File: config.mk
export PLATFORM = sky130hd
export DESIGN_NAME = agc_level_ctrl_flat
export DESIGN_NICKNAME = d
export VERILOG_FILES = /design/src/rtl/agc_pkg.sv /design/src/rtl/agc_if.sv /design/src/rtl/agc_peak_detect.sv /design/src/rtl/agc_level_ctrl.sv /design/src/flat_wrapper.sv
export SDC_FILE = /design/constraint.sdc
export NUM_CORES = 1
export LEC_CHECK = 0
export CELL_PAD_IN_SITES_DETAIL_PLACEMENT = 0
export CELL_PAD_IN_SITES_GLOBAL_PLACEMENT = 1
export CORE_ASPECT_RATIO = 0.5
export CORE_MARGIN = 5
export CORE_UTILIZATION = 43
export DETAILED_ROUTE_END_ITERATION = 8
export PLACE_DENSITY = 0.87
export SLEW_MARGIN = 40
export SYNTH_ARGS = -nofsm -noshare
export SYNTH_HDL_FRONTEND = slang
export SYNTH_SLANG_ARGS = --single-unit
File: constraint.sdc
create_clock -name clk -period 2.4 [get_ports clk]
set_clock_uncertainty 0.1 [all_clocks]
set_input_delay 0.48 -clock clk [delete_from_list [all_inputs] [get_ports clk]]
set_output_delay 0.48 -clock clk [all_outputs]
set_load 0.02 [all_outputs]
File: src/rtl/agc_pkg.sv
// agc_pkg: shared definitions for the AGC level controller.
//   agc_state_t        - controller FSM state encoding
//   AGC_* localparams  - default sample width, settle time, window length, thresholds
//   cnt_width()        - bit width for a down-counter that is loaded with n-1
package agc_pkg;

    typedef enum logic [2:0] {
        ST_IDLE    = 3'd0,
        ST_SETTLE  = 3'd1,
        ST_MEASURE = 3'd2,
        ST_DECIDE  = 3'd3,
        ST_LOCKED  = 3'd4
    } agc_state_t;

    localparam int AGC_DATA_W        = 8;
    localparam int AGC_SETTLE_CYCLES = 16;
    localparam int AGC_WINDOW_LEN    = 32;
    localparam int AGC_TH_HI         = 96;
    localparam int AGC_TH_LO         = 48;
    localparam int AGC_ADJ_COUNT_W   = 4;

    function automatic int cnt_width(input int n);
        return (n < 2) ? 1 : $clog2(n);
    endfunction

endpackage

File: src/rtl/agc_if.sv
// agc_if: signal bundle between the AGC level controller and its environment.
//   master modport: environment side (drives start, ADC samples, search_done)
//   slave modport : controller side (drives adjust, up_dn, busy, locked, adj_count)
interface agc_if #(
    parameter int DATA_W = 8
) ();
    logic              start;
    logic              adc_valid;
    logic [DATA_W-1:0] adc_data;
    logic              search_done;
    logic              adjust;
    logic              up_dn;
    logic              busy;
    logic              locked;
    logic [3:0]        adj_count;

    modport master (
        output start, adc_valid, adc_data, search_done,
        input  adjust, up_dn, busy, locked, adj_count
    );

    modport slave (
        input  start, adc_valid, adc_data, search_done,
        output adjust, up_dn, busy, locked, adj_count
    );
endinterface

File: src/rtl/agc_peak_detect.sv
// agc_peak_detect: saturating magnitude, running peak and measurement window counter.
//   clk, rst       - clock, async active-high reset
//   clear_i        - clears peak and reloads the window counter (wins over sample_en_i)
//   sample_en_i    - a valid sample to fold into the current window
//   data_i         - two's-complement sample
//   peak_o         - largest magnitude seen since the last clear
//   window_done_o  - high on the cycle the WINDOW_LEN-th sample is taken
module agc_peak_detect
    import agc_pkg::*;
#(
    parameter int DATA_W     = AGC_DATA_W,
    parameter int WINDOW_LEN = AGC_WINDOW_LEN
) (
    input  logic              clk,
    input  logic              rst,
    input  logic              clear_i,
    input  logic              sample_en_i,
    input  logic [DATA_W-1:0] data_i,
    output logic [DATA_W-1:0] peak_o,
    output logic              window_done_o
);
    localparam int WIN_W = cnt_width(WINDOW_LEN);
    localparam logic [DATA_W-1:0] MOST_NEG = {1'b1, {(DATA_W-1){1'b0}}};
    localparam logic [DATA_W-1:0] MAX_POS  = {1'b0, {(DATA_W-1){1'b1}}};

    logic [DATA_W-1:0] mag;
    logic [DATA_W-1:0] peak_q, peak_d;
    logic [WIN_W-1:0]  win_cnt_q, win_cnt_d;

    // The most negative code has no positive twin; clamp it to full scale.
    always_comb begin
        if (data_i == MOST_NEG)
            mag = MAX_POS;
        else if (data_i[DATA_W-1])
            mag = ~data_i + DATA_W'(1);
        else
            mag = data_i;
    end

    assign window_done_o = sample_en_i && (win_cnt_q == '0);

    always_comb begin
        peak_d    = peak_q;
        win_cnt_d = win_cnt_q;
        if (clear_i) begin
            peak_d    = '0;
            win_cnt_d = WIN_W'(WINDOW_LEN - 1);
        end else if (sample_en_i) begin
            peak_d    = (mag > peak_q) ? mag : peak_q;
            win_cnt_d = (win_cnt_q == '0) ? WIN_W'(WINDOW_LEN - 1) : win_cnt_q - WIN_W'(1);
        end
    end

    always_ff @(posedge clk or posedge rst) begin
        if (rst) begin
            peak_q    <= '0;
            win_cnt_q <= '0;
        end else begin
            peak_q    <= peak_d;
            win_cnt_q <= win_cnt_d;
        end
    end

    assign peak_o = peak_q;

endmodule

File: src/rtl/agc_level_ctrl.sv
// agc_level_ctrl: measures ADC peak level per window and steps the external gain
// search up or down until the level sits inside [TH_LO, TH_HI] or the search reports done.
//   clk, RESET - clock, async active-high reset
//   bus        - agc_if slave: start/adc_valid/adc_data/search_done in,
//                adjust/up_dn/busy/locked/adj_count out
// Build option AGC_RETRACK_EN: LOCKED keeps measuring and re-decides each window.
//
// state      | meaning
// IDLE       | waiting for start
// SETTLE     | letting the new gain settle, samples ignored
// MEASURE    | folding valid samples into the window peak
// DECIDE     | one cycle: lock, or request a gain step
// LOCKED     | level in band (or search done)
module agc_level_ctrl
    import agc_pkg::*;
#(
    parameter int DATA_W        = AGC_DATA_W,
    parameter int SETTLE_CYCLES = AGC_SETTLE_CYCLES,
    parameter int WINDOW_LEN    = AGC_WINDOW_LEN,
    parameter int TH_HI         = AGC_TH_HI,
    parameter int TH_LO         = AGC_TH_LO
) (
    input logic  clk,
    input logic  RESET,
    agc_if.slave bus
);
    localparam int SET_W = cnt_width(SETTLE_CYCLES);

    agc_state_t        state_q, state_d;
    logic [SET_W-1:0]  settle_cnt_q, settle_cnt_d;
    logic              adjust_q, adjust_d;
    logic              up_dn_q, up_dn_d;
    logic [3:0]        adj_count_q, adj_count_d;
    logic [DATA_W-1:0] peak;
    logic              window_done;
    logic              sample_en;
    logic              peak_clear;
    logic              too_hot, too_cold;
    logic              search_hit;
    logic              issue_adj;
    logic              busy, locked;

`ifdef AGC_RETRACK_EN
    // DECIDE is only reached from MEASURE or LOCKED; this remembers which.
    logic retrack_q, retrack_d;
    assign retrack_d  = (state_q == ST_LOCKED);
    assign search_hit = bus.search_done && !retrack_q;
    assign sample_en  = bus.adc_valid && ((state_q == ST_MEASURE) || (state_q == ST_LOCKED));
`else
    assign search_hit = bus.search_done;
    assign sample_en  = bus.adc_valid && (state_q == ST_MEASURE);
`endif

    assign peak_clear = bus.start || (state_q == ST_DECIDE);
    assign too_hot    = int'(peak) > TH_HI;
    assign too_cold   = int'(peak) < TH_LO;
    assign issue_adj  = (state_q == ST_DECIDE) && !bus.start && !search_hit && (too_hot || too_cold);

    agc_peak_detect #(
        .DATA_W     (DATA_W),
        .WINDOW_LEN (WINDOW_LEN)
    ) u_peak (
        .clk           (clk),
        .rst           (RESET),
        .clear_i       (peak_clear),
        .sample_en_i   (sample_en),
        .data_i        (bus.adc_data),
        .peak_o        (peak),
        .window_done_o (window_done)
    );

    always_ff @(posedge clk or posedge RESET) begin
        if (RESET) begin
            state_q      <= ST_IDLE;
            settle_cnt_q <= '0;
            adjust_q     <= 1'b0;
            up_dn_q      <= 1'b0;
            adj_count_q  <= '0;
`ifdef AGC_RETRACK_EN
            retrack_q    <= 1'b0;
`endif
        end else begin
            state_q      <= state_d;
            settle_cnt_q <= settle_cnt_d;
            adjust_q     <= adjust_d;
            up_dn_q      <= up_dn_d;
            adj_count_q  <= adj_count_d;
`ifdef AGC_RETRACK_EN
            retrack_q    <= retrack_d;
`endif
        end
    end

    always_comb begin
        state_d      = state_q;
        settle_cnt_d = settle_cnt_q;
        if (bus.start) begin
            state_d      = ST_SETTLE;
            settle_cnt_d = SET_W'(SETTLE_CYCLES - 1);
        end else begin
            case (state_q)
                ST_IDLE: ;
                ST_SETTLE: begin
                    if (settle_cnt_q == '0)
                        state_d = ST_MEASURE;
                    else
                        settle_cnt_d = settle_cnt_q - SET_W'(1);
                end
                ST_MEASURE: begin
                    if (window_done)
                        state_d = ST_DECIDE;
                end
                ST_DECIDE: begin
                    if (issue_adj) begin
                        state_d      = ST_SETTLE;
                        settle_cnt_d = SET_W'(SETTLE_CYCLES - 1);
                    end else begin
                        state_d = ST_LOCKED;
                    end
                end
                ST_LOCKED: begin
`ifdef AGC_RETRACK_EN
                    if (window_done)
                        state_d = ST_DECIDE;
`endif
                end
                default: state_d = ST_IDLE;
            endcase
        end
    end

    always_comb begin
        busy = (state_q == ST_SETTLE) || (state_q == ST_MEASURE) || (state_q == ST_DECIDE);
`ifdef AGC_RETRACK_EN
        // A re-check from LOCKED keeps locked high until it actually falls out of band.
        locked = (state_q == ST_LOCKED) || ((state_q == ST_DECIDE) && retrack_q);
`else
        locked = (state_q == ST_LOCKED);
`endif
        adjust_d = issue_adj;
        up_dn_d  = issue_adj ? !too_hot : up_dn_q;
        if (bus.start)
            adj_count_d = '0;
        else if (issue_adj && (adj_count_q != 4'hF))
            adj_count_d = adj_count_q + 4'd1;
        else
            adj_count_d = adj_count_q;
    end

    assign bus.adjust    = adjust_q;
    assign bus.up_dn     = up_dn_q;
    assign bus.busy      = busy;
    assign bus.locked    = locked;
    assign bus.adj_count = adj_count_q;

endmodule

File: src/flat_wrapper.sv
// flat-port wrapper written by rule: the top's interface ports become plain ports
module agc_level_ctrl_flat import agc_pkg::*;
#(
    parameter int DATA_W        = AGC_DATA_W,
    parameter int SETTLE_CYCLES = AGC_SETTLE_CYCLES,
    parameter int WINDOW_LEN    = AGC_WINDOW_LEN,
    parameter int TH_HI         = AGC_TH_HI,
    parameter int TH_LO         = AGC_TH_LO
)
  (clk, RESET, bus_start, bus_adc_valid, bus_adc_data, bus_search_done, bus_adjust, bus_up_dn, bus_busy, bus_locked, bus_adj_count);
  agc_if #(.DATA_W(DATA_W)) bus_i ();
  input logic clk;
  input logic RESET;
  input wire logic [$bits(bus_i.start)-1:0] bus_start;
  input wire logic [$bits(bus_i.adc_valid)-1:0] bus_adc_valid;
  input wire logic [$bits(bus_i.adc_data)-1:0] bus_adc_data;
  input wire logic [$bits(bus_i.search_done)-1:0] bus_search_done;
  output wire logic [$bits(bus_i.adjust)-1:0] bus_adjust;
  output wire logic [$bits(bus_i.up_dn)-1:0] bus_up_dn;
  output wire logic [$bits(bus_i.busy)-1:0] bus_busy;
  output wire logic [$bits(bus_i.locked)-1:0] bus_locked;
  output wire logic [$bits(bus_i.adj_count)-1:0] bus_adj_count;
  assign bus_i.start = bus_start;
  assign bus_i.adc_valid = bus_adc_valid;
  assign bus_i.adc_data = bus_adc_data;
  assign bus_i.search_done = bus_search_done;
  assign bus_adjust = bus_i.adjust;
  assign bus_up_dn = bus_i.up_dn;
  assign bus_busy = bus_i.busy;
  assign bus_locked = bus_i.locked;
  assign bus_adj_count = bus_i.adj_count;
  agc_level_ctrl #(.DATA_W(DATA_W), .SETTLE_CYCLES(SETTLE_CYCLES), .WINDOW_LEN(WINDOW_LEN), .TH_HI(TH_HI), .TH_LO(TH_LO)) u_core (.clk(clk), .RESET(RESET), .bus(bus_i));
endmodule
* Word level (Yosys, flattened, before mapping)
Cells that the tools add are included.
** Word-level totals
- Flip-flop bits (word level) :: 26
- Input port bits :: 13
- Word-level logic and storage cells :: 69
** Operators by class
- Add/subtract/negate cells :: 4
- Magnitude comparators :: 3
- Equality and inequality tests :: 11
- Mux-type cells :: 19
- Bitwise operators :: 1
- Reduce and logical (&&, ||, !) cells :: 24
** Operators by type and width (number)
- two-way mux 8 bit :: 5
- two-way mux 4 bit :: 5
- two-way mux 5 bit :: 3
- two-way mux 3 bit :: 4
- one-hot mux 3 bit (4 select lines) :: 1
- adder 8 x 1 -> 8 bit (second input constant) :: 1
- equality test 8 bit (second input constant) :: 1
- greater-than comparator 8 x 7 -> 1 bit (second input constant) :: 1
- greater-than comparator 8 bit :: 1
- less-than comparator 8 x 6 -> 1 bit (second input constant) :: 1
- NOT 8 bit :: 1
- one-hot mux 4 bit (2 select lines) :: 1
- equality test 3 x 2 -> 1 bit (second input constant) :: 2
- logical AND 1 bit :: 6
- inequality test 3 x 2 -> 1 bit (second input constant) :: 2
- inequality test 3 bit (second input constant) :: 2
- AND reduction 3 bit :: 2
- nonzero test 2 bit :: 3
- logical NOT 5 bit :: 1
- subtractor 5 x 1 -> 5 bit (second input constant) :: 1
- adder 4 x 1 -> 4 bit (second input constant) :: 1
- logical NOT 4 bit :: 1
- logical OR 1 bit :: 4
- inequality test 4 bit (second input constant) :: 1
- 9 further kinds :: 11

* Logic depth before layout (Yosys ltp)
Gate-level depths: netlist of run 1.
- Depth after elaboration :: 8
- Depth in mapped cells :: 10
- Depth with buffers taken out :: 10

* Hierarchy
Synthesis of run 1 repeated with hierarchy kept, for this count alone.
** Unflattened totals
- Cells, all modules :: 199
- Area total of the unflattened synthesis :: 1804.2 um^2
** By module, submodules not included
- agc_peak_detect :: times used 1, cells an instance 117, area each 1046.0 um^2
- agc_level_ctrl :: times used 1, cells an instance 82, area each 758.2 um^2

* Least setup slack after synthesis of run 1
Ideal clock, no wire load.
- Kind :: input to register
- From :: input port bus_adc_data[0]
- To :: register u_core.u_peak.peak_q[0] (netlist: u_core.u_peak.peak_o[0])
- Arrival :: 2.644 ns
- Data required time :: 2.220 ns
- Setup slack :: -0.424 ns
- Cell stages on the path :: 10
- Cell sequence :: inv_1 > ha_1 > or4b_4 > nor2_2 > or2_2 > ha_1 > o21ai_0 > a21oi_1 > o311ai_4 > mux2i_1
** On the way
- Cells in the longest elaborated chain, start to end :: 7
** Ends and longest elaborated chain
- start, declared :: RTL line flat_wrapper.sv:16 : input wire logic [$bits(bus_i.adc_data)-1:0] bus_adc_data;
- NOT 8 bit :: RTL line agc_peak_detect.sv:35 : mag = ~data_i + DATA_W'(1);
- adder 8 x 1 -> 8 bit :: RTL line agc_peak_detect.sv:35
- two-way mux 8 bit :: RTL line agc_peak_detect.sv:34 : else if (data_i[DATA_W-1])
- two-way mux 8 bit (*) :: RTL line agc_peak_detect.sv:32 : if (data_i == MOST_NEG)
- greater-than comparator 8 bit or two-way mux 8 bit (tied branches) :: RTL line agc_peak_detect.sv:49 : peak_d = (mag > peak_q) ? mag : peak_q;
- nonzero test 2 bit (no line) or two-way mux 8 bit (tied branches)
- AND reduction 2 bit (no line) or two-way mux 8 bit (tied branches)
- end signal, assigned :: RTL line agc_peak_detect.sv:59 : peak_q <= peak_d;
- end, declared :: RTL line agc_peak_detect.sv:27 : logic [DATA_W-1:0] peak_q, peak_d;
Every way passes the cells marked *; elsewhere a longest branch is shown, timed or not. The select of a mux whose other input is x is not followed.
A chain may end at the register's enable or synchronous reset.

* Final worst setup path of run 1
- From :: input port bus_adc_data[4]
- To :: register u_core.u_peak.peak_q[3] (netlist: u_core.u_peak.peak_o[3])
** On the way
- Cells in the longest elaborated chain, start to end :: 7
** Ends and longest elaborated chain (RTL line)
- NOT 8 bit :: agc_peak_detect.sv:35
- adder 8 x 1 -> 8 bit :: agc_peak_detect.sv:35
- two-way mux 8 bit :: agc_peak_detect.sv:34
- two-way mux 8 bit (*) :: agc_peak_detect.sv:32
- greater-than comparator 8 bit :: agc_peak_detect.sv:49
- nonzero test 2 bit (no line)
- AND reduction 2 bit (no line)
Marked as above.

==> results of run 1 <==
## what timing repair did
item	4_1_cts	5_1_grt
gates resized for setup	40	10
gates cloned	0	0
pin swaps	18	13
buffers inserted	3	3
endpoints found under the setup margin	8	8
hold buffers	0	0
## Yosys cell counts (2+ instances only)
cell	n
sky130_fd_sc_hd__nand4_1	2
sky130_fd_sc_hd__inv_1	22
sky130_fd_sc_hd__or2_2	4
sky130_fd_sc_hd__nor3_1	3
sky130_fd_sc_hd__o21ai_1	2
sky130_fd_sc_hd__a211oi_1	2
sky130_fd_sc_hd__o21a_1	5
sky130_fd_sc_hd__a21oi_1	10
sky130_fd_sc_hd__mux2i_1	10
sky130_fd_sc_hd__xnor2_1	2
sky130_fd_sc_hd__and3b_1	2
sky130_fd_sc_hd__ha_1	12
sky130_fd_sc_hd__nand2b_1	5
sky130_fd_sc_hd__buf_2	3
sky130_fd_sc_hd__a21o_1	3
sky130_fd_sc_hd__nand3b_1	2
sky130_fd_sc_hd__nor2_1	15
sky130_fd_sc_hd__o2111ai_1	3
sky130_fd_sc_hd__o211ai_1	9
sky130_fd_sc_hd__mux2_2	2
sky130_fd_sc_hd__a22oi_1	3
sky130_fd_sc_hd__nand2_1	17
sky130_fd_sc_hd__nand3_1	4
sky130_fd_sc_hd__o31ai_1	6
sky130_fd_sc_hd__o31a_1	2
sky130_fd_sc_hd__o21ai_0	6
sky130_fd_sc_hd__dfrtp_1	26
## layout by cell type (no fill, tap or decap), drive strengths merged, types with 2 or more instances in the layout
cell type / netlist / routed
buf: 3 / 31
dfrtp: 26 / 26
inv: 22 / 22
nand2: 17 / 17
nor2: 16 / 16
clkdlybuf4s50: 0 / 12
ha: 12 / 12
mux2i: 10 / 10
o211ai: 10 / 10
a21oi: 10 / 10
o21ai: 8 / 8
o31ai: 6 / 6
o21a: 5 / 5
nand2b: 5 / 5
nand3: 4 / 4
clkbuf: 1 / 4
dlygate4sd2: 0 / 4
nor3: 4 / 4
or2: 4 / 4
a21o: 3 / 3
o2111ai: 3 / 3
a22oi: 3 / 3
a211oi: 3 / 3
nand3b: 2 / 2
and3b: 2 / 2
nand4: 2 / 2
xnor2: 2 / 2
o31a: 2 / 2
mux2: 2 / 2
nor4: 2 / 2
o311ai: 2 / 2
## area by class of cell
cell class | instances | area share (%)
multi-input cells | 153 | 49.37
flip-flops and latches | 26 | 25.39
repair buffers | 47 | 16.89
inverters | 22 | 3.418
well taps | 57 | 2.783
clock buffers | 4 | 2.148
## state kept, by name, indices dropped and copies added, names as in the netlist
signal,count
u_core.bus.adjust,1
u_core.state_q,3
u_core.settle_cnt_q,4
u_core.bus.adj_count,4
u_core.u_peak.peak_o,8
u_core.u_peak.win_cnt_q,5
u_core.bus.up_dn,1
## where the power goes
group          internal, uW  total [uW]  switching [uW]  leakage [uW]
combinational           180         374             194      0.000769
clock                   147         279             132     0.0000288
sequential              480         511            31.1      0.000313
total                   807        1160             357       0.00111
## per-stage QoR
| step | hold slack [ns] | cell area (sq um) | TNS, ns |
|---|---|---|---|
| global placement | 0.3855 | 2326 | -6.470 |
| global route | 0.4067 | 2562 | -1.839 |
| floorplan | 0.3520 | 1903 | -2.715 |
| finish | 0.4017 | 2562 | -1.325 |
| detailed placement | 0.3924 | 2326 | -7.019 |
| CTS | 0.4045 | 2470 | -1.524 |
## routing by layer
layer	wire length, microns	vias to the layer above	track usage, %
met1	1963	812	19.03
met3	129	4	2.605
met5	0	-	0
li1	-	843	-
met4	50	0	4.428
met2	2203	28	27.36
## path summary, 6_finish.rpt
check	depth (start not counted)	from	endpoint
worst max-delay path	11	bus_adc_data[4]	u_core.u_peak.peak_o[3]
worst min-delay path	1	u_core.settle_cnt_q[3]	u_core.settle_cnt_q[3]
worst max register to register	4	u_core.u_peak.peak_o[0]	u_core.bus.adj_count[2]
worst min register to register	1	u_core.settle_cnt_q[3]	u_core.settle_cnt_q[3]
max in group asynchronous	3	RESET	u_core.u_peak.peak_o[3]
min in group asynchronous	3	RESET	u_core.u_peak.peak_o[4]
## logic make-up (layout without fill, tap and decap cells)
logic type               Yosys count  count (layout)  synth area share [%]
multiplexers                      12              12                 6.529
AO/OA/AOI/OAI                     59              59                 23.59
adder cells (fa/ha/maj)           12              12                 7.994
AND/OR/NAND/NOR                   67              67                 20.45
buffers and inverters             26              73                 5.396
flip-flops                        26              26                 34.64
XOR/XNOR                           3               3                 1.399
==> metrics.txt, run 1 <==
status complete, but fails checks; violations in the final reports setup timing; post-layout total power 1164 uW; wire length of the first global-routing pass 7238 microns; Post-Place Worst Slack -0.8943 ns; Layout Area Growth over Synthesis 36.44%; cells after synthesis 205; gp weighted congestion 0.8569; max-capacitance violation count 0; crit path max-delay cell type sky130_fd_sc_hd__or4b_4; Placeable Area 4318 sq um; part of the cycle the worst path needs 107.4%; antenna violations before repair 0; relative slew slack 65.18%; final instance count without filler cells 309; number of antenna repair diodes 0; effective utilization at floorplan 43.49%; fraction of the yosys area taken by sequential cells 34.64%; Achievable Freq 387.9 MHz; leading cell types by total area after synthesis sky130_fd_sc_hd__dfrtp_1, sky130_fd_sc_hd__ha_1, sky130_fd_sc_hd__mux2i_1, sky130_fd_sc_hd__inv_1, sky130_fd_sc_hd__o211ai_1; footprint of the multi-input gates 1265 sq um; power per unit of standard cell area 454.3 nW/um^2; Final Core Density 59.35%; P_leak 0.001112 uW; Ports 21; remaining design rule violation count 0; number of placed instances with taps included 299; slack of the critical path -0.1782 ns; maximum count of clock buffers along a single path 2; number of CTS-inserted buffers 3; total of fill cells in the finished design 388; setup repair after global routing missed its margin yes; mean instance size in the synthesized netlist 9.161 sq um; total number of nets in the final design 278; Synth Cell Area 1878 sq um; count of pins over their slew limit 0; CP Max Fanout 7; drt first-iter violations 50; DR vias/cell 5.460; net count after synthesis 230; Data arrival, critical path 2.67 ns; total global-route track usage 15.44%; vias post-DR 1687; cell family with the largest share of critical-path delay compound AO/OA/AOI/OAI gates; count of H-tree levels built during CTS 1; flops & latches, synth 26; min-delay worst type reg -> reg; Die Ht 56.73 microns; reg-to-reg slack, setup 0.37 ns; Routed WL per cell 14.07 microns; crit path cell chain buf_2, buf_6, or4b_4, o211ai_2, o21a_1, ha_4, nand2_4, o21ai_2, o311ai_4, buf_12, mux2i_1; Initial DRT Pass Iterations 4; share of Yosys cell area claimed by the top area cell type 34.64%; global route overflow 0; critical path class in -> reg; Post-Route WL 4347 microns; distinct cell type count after synthesis 50; clock latency of the later-clocked register in the worst-skew pair 0.27 ns; biggest area consumer among synthesized cells sky130_fd_sc_hd__dfrtp_1; library cell used as clock root buffer sky130_fd_sc_hd__clkbuf_8; die extent in x 103.5 microns; Detail Route Antenna Nets 0; clock slew at reported path FFs 0.08 ns; number of hold violations in the final report 0; actual transition at the worst max-transition pin 0.5176 ns; CP required 2.50 ns; number of sinks driven by the clock tree 26; category of the worst setup path capture point register; count of buffers inserted at the top-level ports 20; number of flops mapped to enable cells by yosys 0; number of global-route vias before repair 1618; largest net degree at the start of global routing 27; TritonCTS clock tree built; maximum ir drop on the vdd rail 0.0002152 V; final critical path time including I/O delays and setup 2.578 ns; FF+latch area 650.6 sq um; proportion of register bits with asynchronous set or reset after synthesis 100.0%; startpoint kind of the worst setup timing path primary input; most used flip-flop cell after synthesis sky130_fd_sc_hd__dfrtp_1; critical path buffer and inverter count 3; delay of the slowest cell on the worst path 0.58 ns; Yosys warnings 0; final HPWL from detailed placement 3318 microns; proportion of layout cells with a drive suffix above 1 26.19%; number of rows created at floorplan 17; setup violators final 8; Die ar. 5869 sq um
(Power assumes the default switching activity.)
==> run 2: changes to the inputs <==
--- a/config.mk
+++ b/config.mk
@@ -8,7 +8,6 @@
 export CELL_PAD_IN_SITES_DETAIL_PLACEMENT = 0
 export CELL_PAD_IN_SITES_GLOBAL_PLACEMENT = 1
 export CORE_ASPECT_RATIO = 0.5
-export CORE_MARGIN = 5
 export CORE_UTILIZATION = 43
 export DETAILED_ROUTE_END_ITERATION = 8
 export PLACE_DENSITY = 0.87
==> run 2 against run 1 <==
  * Largest power group unchanged
  * Sequential power hardly changed
  * Critical endpoint unchanged
  * Critical path depth grew 1
  * Critical path type unchanged
  * Power rose by 8.1%
  * Via count rose by 3.3%
  * Hold slack got worse by 0.0076 ns
  * Sequential cell count unchanged
  * The run still ends with setup timing left
==> metrics.txt, run 2 (synthesis results as in run 1) <==
power per unit of standard cell area 482.7 nW/um^2; die extent in x 95.46 microns; violations in the final reports setup timing; maximum ir drop on the vdd rail 0.0002491 V; number of rows created at floorplan 16; maximum count of clock buffers along a single path 2; status complete, but fails checks; commonest cells after routing, fill and taps aside sky130_fd_sc_hd__buf_4, sky130_fd_sc_hd__dfrtp_1, sky130_fd_sc_hd__inv_1; clock slew at reported path FFs 0.09 ns; Die ar. 4652 sq um; remaining design rule violation count 0; total number of nets in the final design 287; Detail Route Antenna Nets 0; library cell used as clock root buffer sky130_fd_sc_hd__clkbuf_8; drt first-iter violations 47; wire length of the first global-routing pass 8038 microns; global route overflow 0; max-capacitance violation count 0; category of the worst setup path capture point register; final instance count without filler cells 315; P_leak 0.001138 uW; Die Ht 48.73 microns; CP required 2.45 ns; part of the cycle the worst path needs 110.4%; number of placed instances with taps included 295; Post-Place Worst Slack -0.9174 ns; final standard cell area without fillers 2606 sq um; proportion of layout cells with a drive suffix above 1 28.35%; Initial DRT Pass Iterations 4; count of buffers inserted at the top-level ports 20; startpoint kind of the worst setup timing path primary input; number of antenna repair diodes 0; relative slew slack 62.99%; final HPWL from detailed placement 3255 microns; flip-flop count of the largest register after layout 8; min-delay worst type reg -> reg; number of hold violations in the final report 0; TritonCTS clock tree built; actual transition at the worst max-transition pin 0.5500 ns; Data arrival, critical path 2.70 ns; clock latency of the later-clocked register in the worst-skew pair 0.27 ns; CP Max Fanout 4; count of H-tree levels built during CTS 1; critical path class in -> reg; largest net degree at the start of global routing 27; final setup TNS -1.735 ns; antenna violations before repair 0; setup violators final 8; final critical path time including I/O delays and setup 2.650 ns; gp weighted congestion 0.7820; number of global-route vias before repair 1738; vias post-DR 1742; count of pins over their slew limit 0; DR vias/cell 5.530; total of fill cells in the finished design 331; total global-route track usage 22.25%; effective utilization at floorplan 46.44%; most common cell after layout, fill and taps aside sky130_fd_sc_hd__buf_4; CTS hold repair buffers 0; number of CTS-inserted buffers 3; slack of the critical path -0.2504 ns; Post-Route WL 4717 microns; placement-stage cell area 2302 sq um; setup repair after global routing missed its margin yes; number of sinks driven by the clock tree 26; Placeable Area 4044 sq um; Ports 21; Layout Area Growth over Synthesis 38.77%; Achievable Freq 377.3 MHz; Routed WL per cell 14.97 microns
==> run 2: cell count changes in the layout (fill, tap and decap cells not counted), sizes merged <==
cell           previous run  this run
bufinv                    0         1
clkbuf                    4         3
buf                      31        40
clkdlybuf4s15             0         1
dlygate4sd2               4         3
==> run 2: critical path: stages <==
cell and delay (ns):
sky130_fd_sc_hd__buf_8 0.10, sky130_fd_sc_hd__inv_4 0.05, sky130_fd_sc_hd__ha_4 0.12, sky130_fd_sc_hd__or4b_4 0.50
sky130_fd_sc_hd__o211ai_2 0.22, sky130_fd_sc_hd__o21a_1 0.23, sky130_fd_sc_hd__ha_4 0.17, sky130_fd_sc_hd__nand2_4 0.05
sky130_fd_sc_hd__o211ai_1 0.31, sky130_fd_sc_hd__o311ai_4 0.17, sky130_fd_sc_hd__buf_6 0.17, sky130_fd_sc_hd__mux2i_2 0.14
==> run 2: repair_timing <==
action,in CTS,in global routing
buffers inserted,16,1
gates resized for setup,40,8
setup endpoints to repair,8,8
pin swaps,19,9
cloned,0,0
==> run 2: worst paths after layout <==
kind / slack, ns / startpoint / endpoint / cells after the start
worst max register to register: 0.30 / u_core.u_peak.peak_o[7] / u_core.u_peak.peak_o[3] / 8
worst min register to register: 0.39 / u_core.settle_cnt_q[3] / u_core.settle_cnt_q[3] / 1
max in group asynchronous: 1.48 / RESET / u_core.bus.adjust / 3
worst max-delay path: -0.25 / bus_adc_data[1] / u_core.u_peak.peak_o[3] / 12
min in group asynchronous: 0.46 / RESET / u_core.u_peak.peak_o[1] / 3
worst min-delay path: 0.39 / u_core.settle_cnt_q[3] / u_core.settle_cnt_q[3] / 1
==> run 2: metal layers <==
| layer | GRT usage [%] | vias up | part of all wire (%) |
|---|---|---|---|
| met4 | 3.731 | 0 | 1.1 |
| met2 | 42.26 | 33 | 52 |
| met1 | 26.66 | 839 | 44 |
| met3 | 3.459 | 6 | 2.6 |
| met5 | 0 | - | 0 |
| li1 | - | 864 | - |
==> run 2: area by class of cell <==
class,count,area (sq um),area share (%)
Tap cell,54,67.56,2.592
Clock inverter,1,30.03,1.152
Clock buffer,3,41.29,1.584
Inverter,22,87.58,3.361
Sequential cell,26,650.6,24.96
Multi-Input combinational cell,153,1241,47.62
Timing Repair Buffer,56,488.0,18.72
==> run 2: where the power goes <==
group          total, uW  switching, uW  internal (uW)
sequential           511           30.2            480
clock                363            140            223
combinational        385            201            183
==> run 2: per-stage QoR <==
stage               util [%]  power, uW  hold slack, ns
floorplan                  -      729.3          0.3520
global placement       56.93      842.8          0.3939
detailed placement     56.93      856.3          0.3855
CTS                    63.55       1250          0.4018
global route           64.45       1329          0.4327
finish                 64.45       1258          0.3941
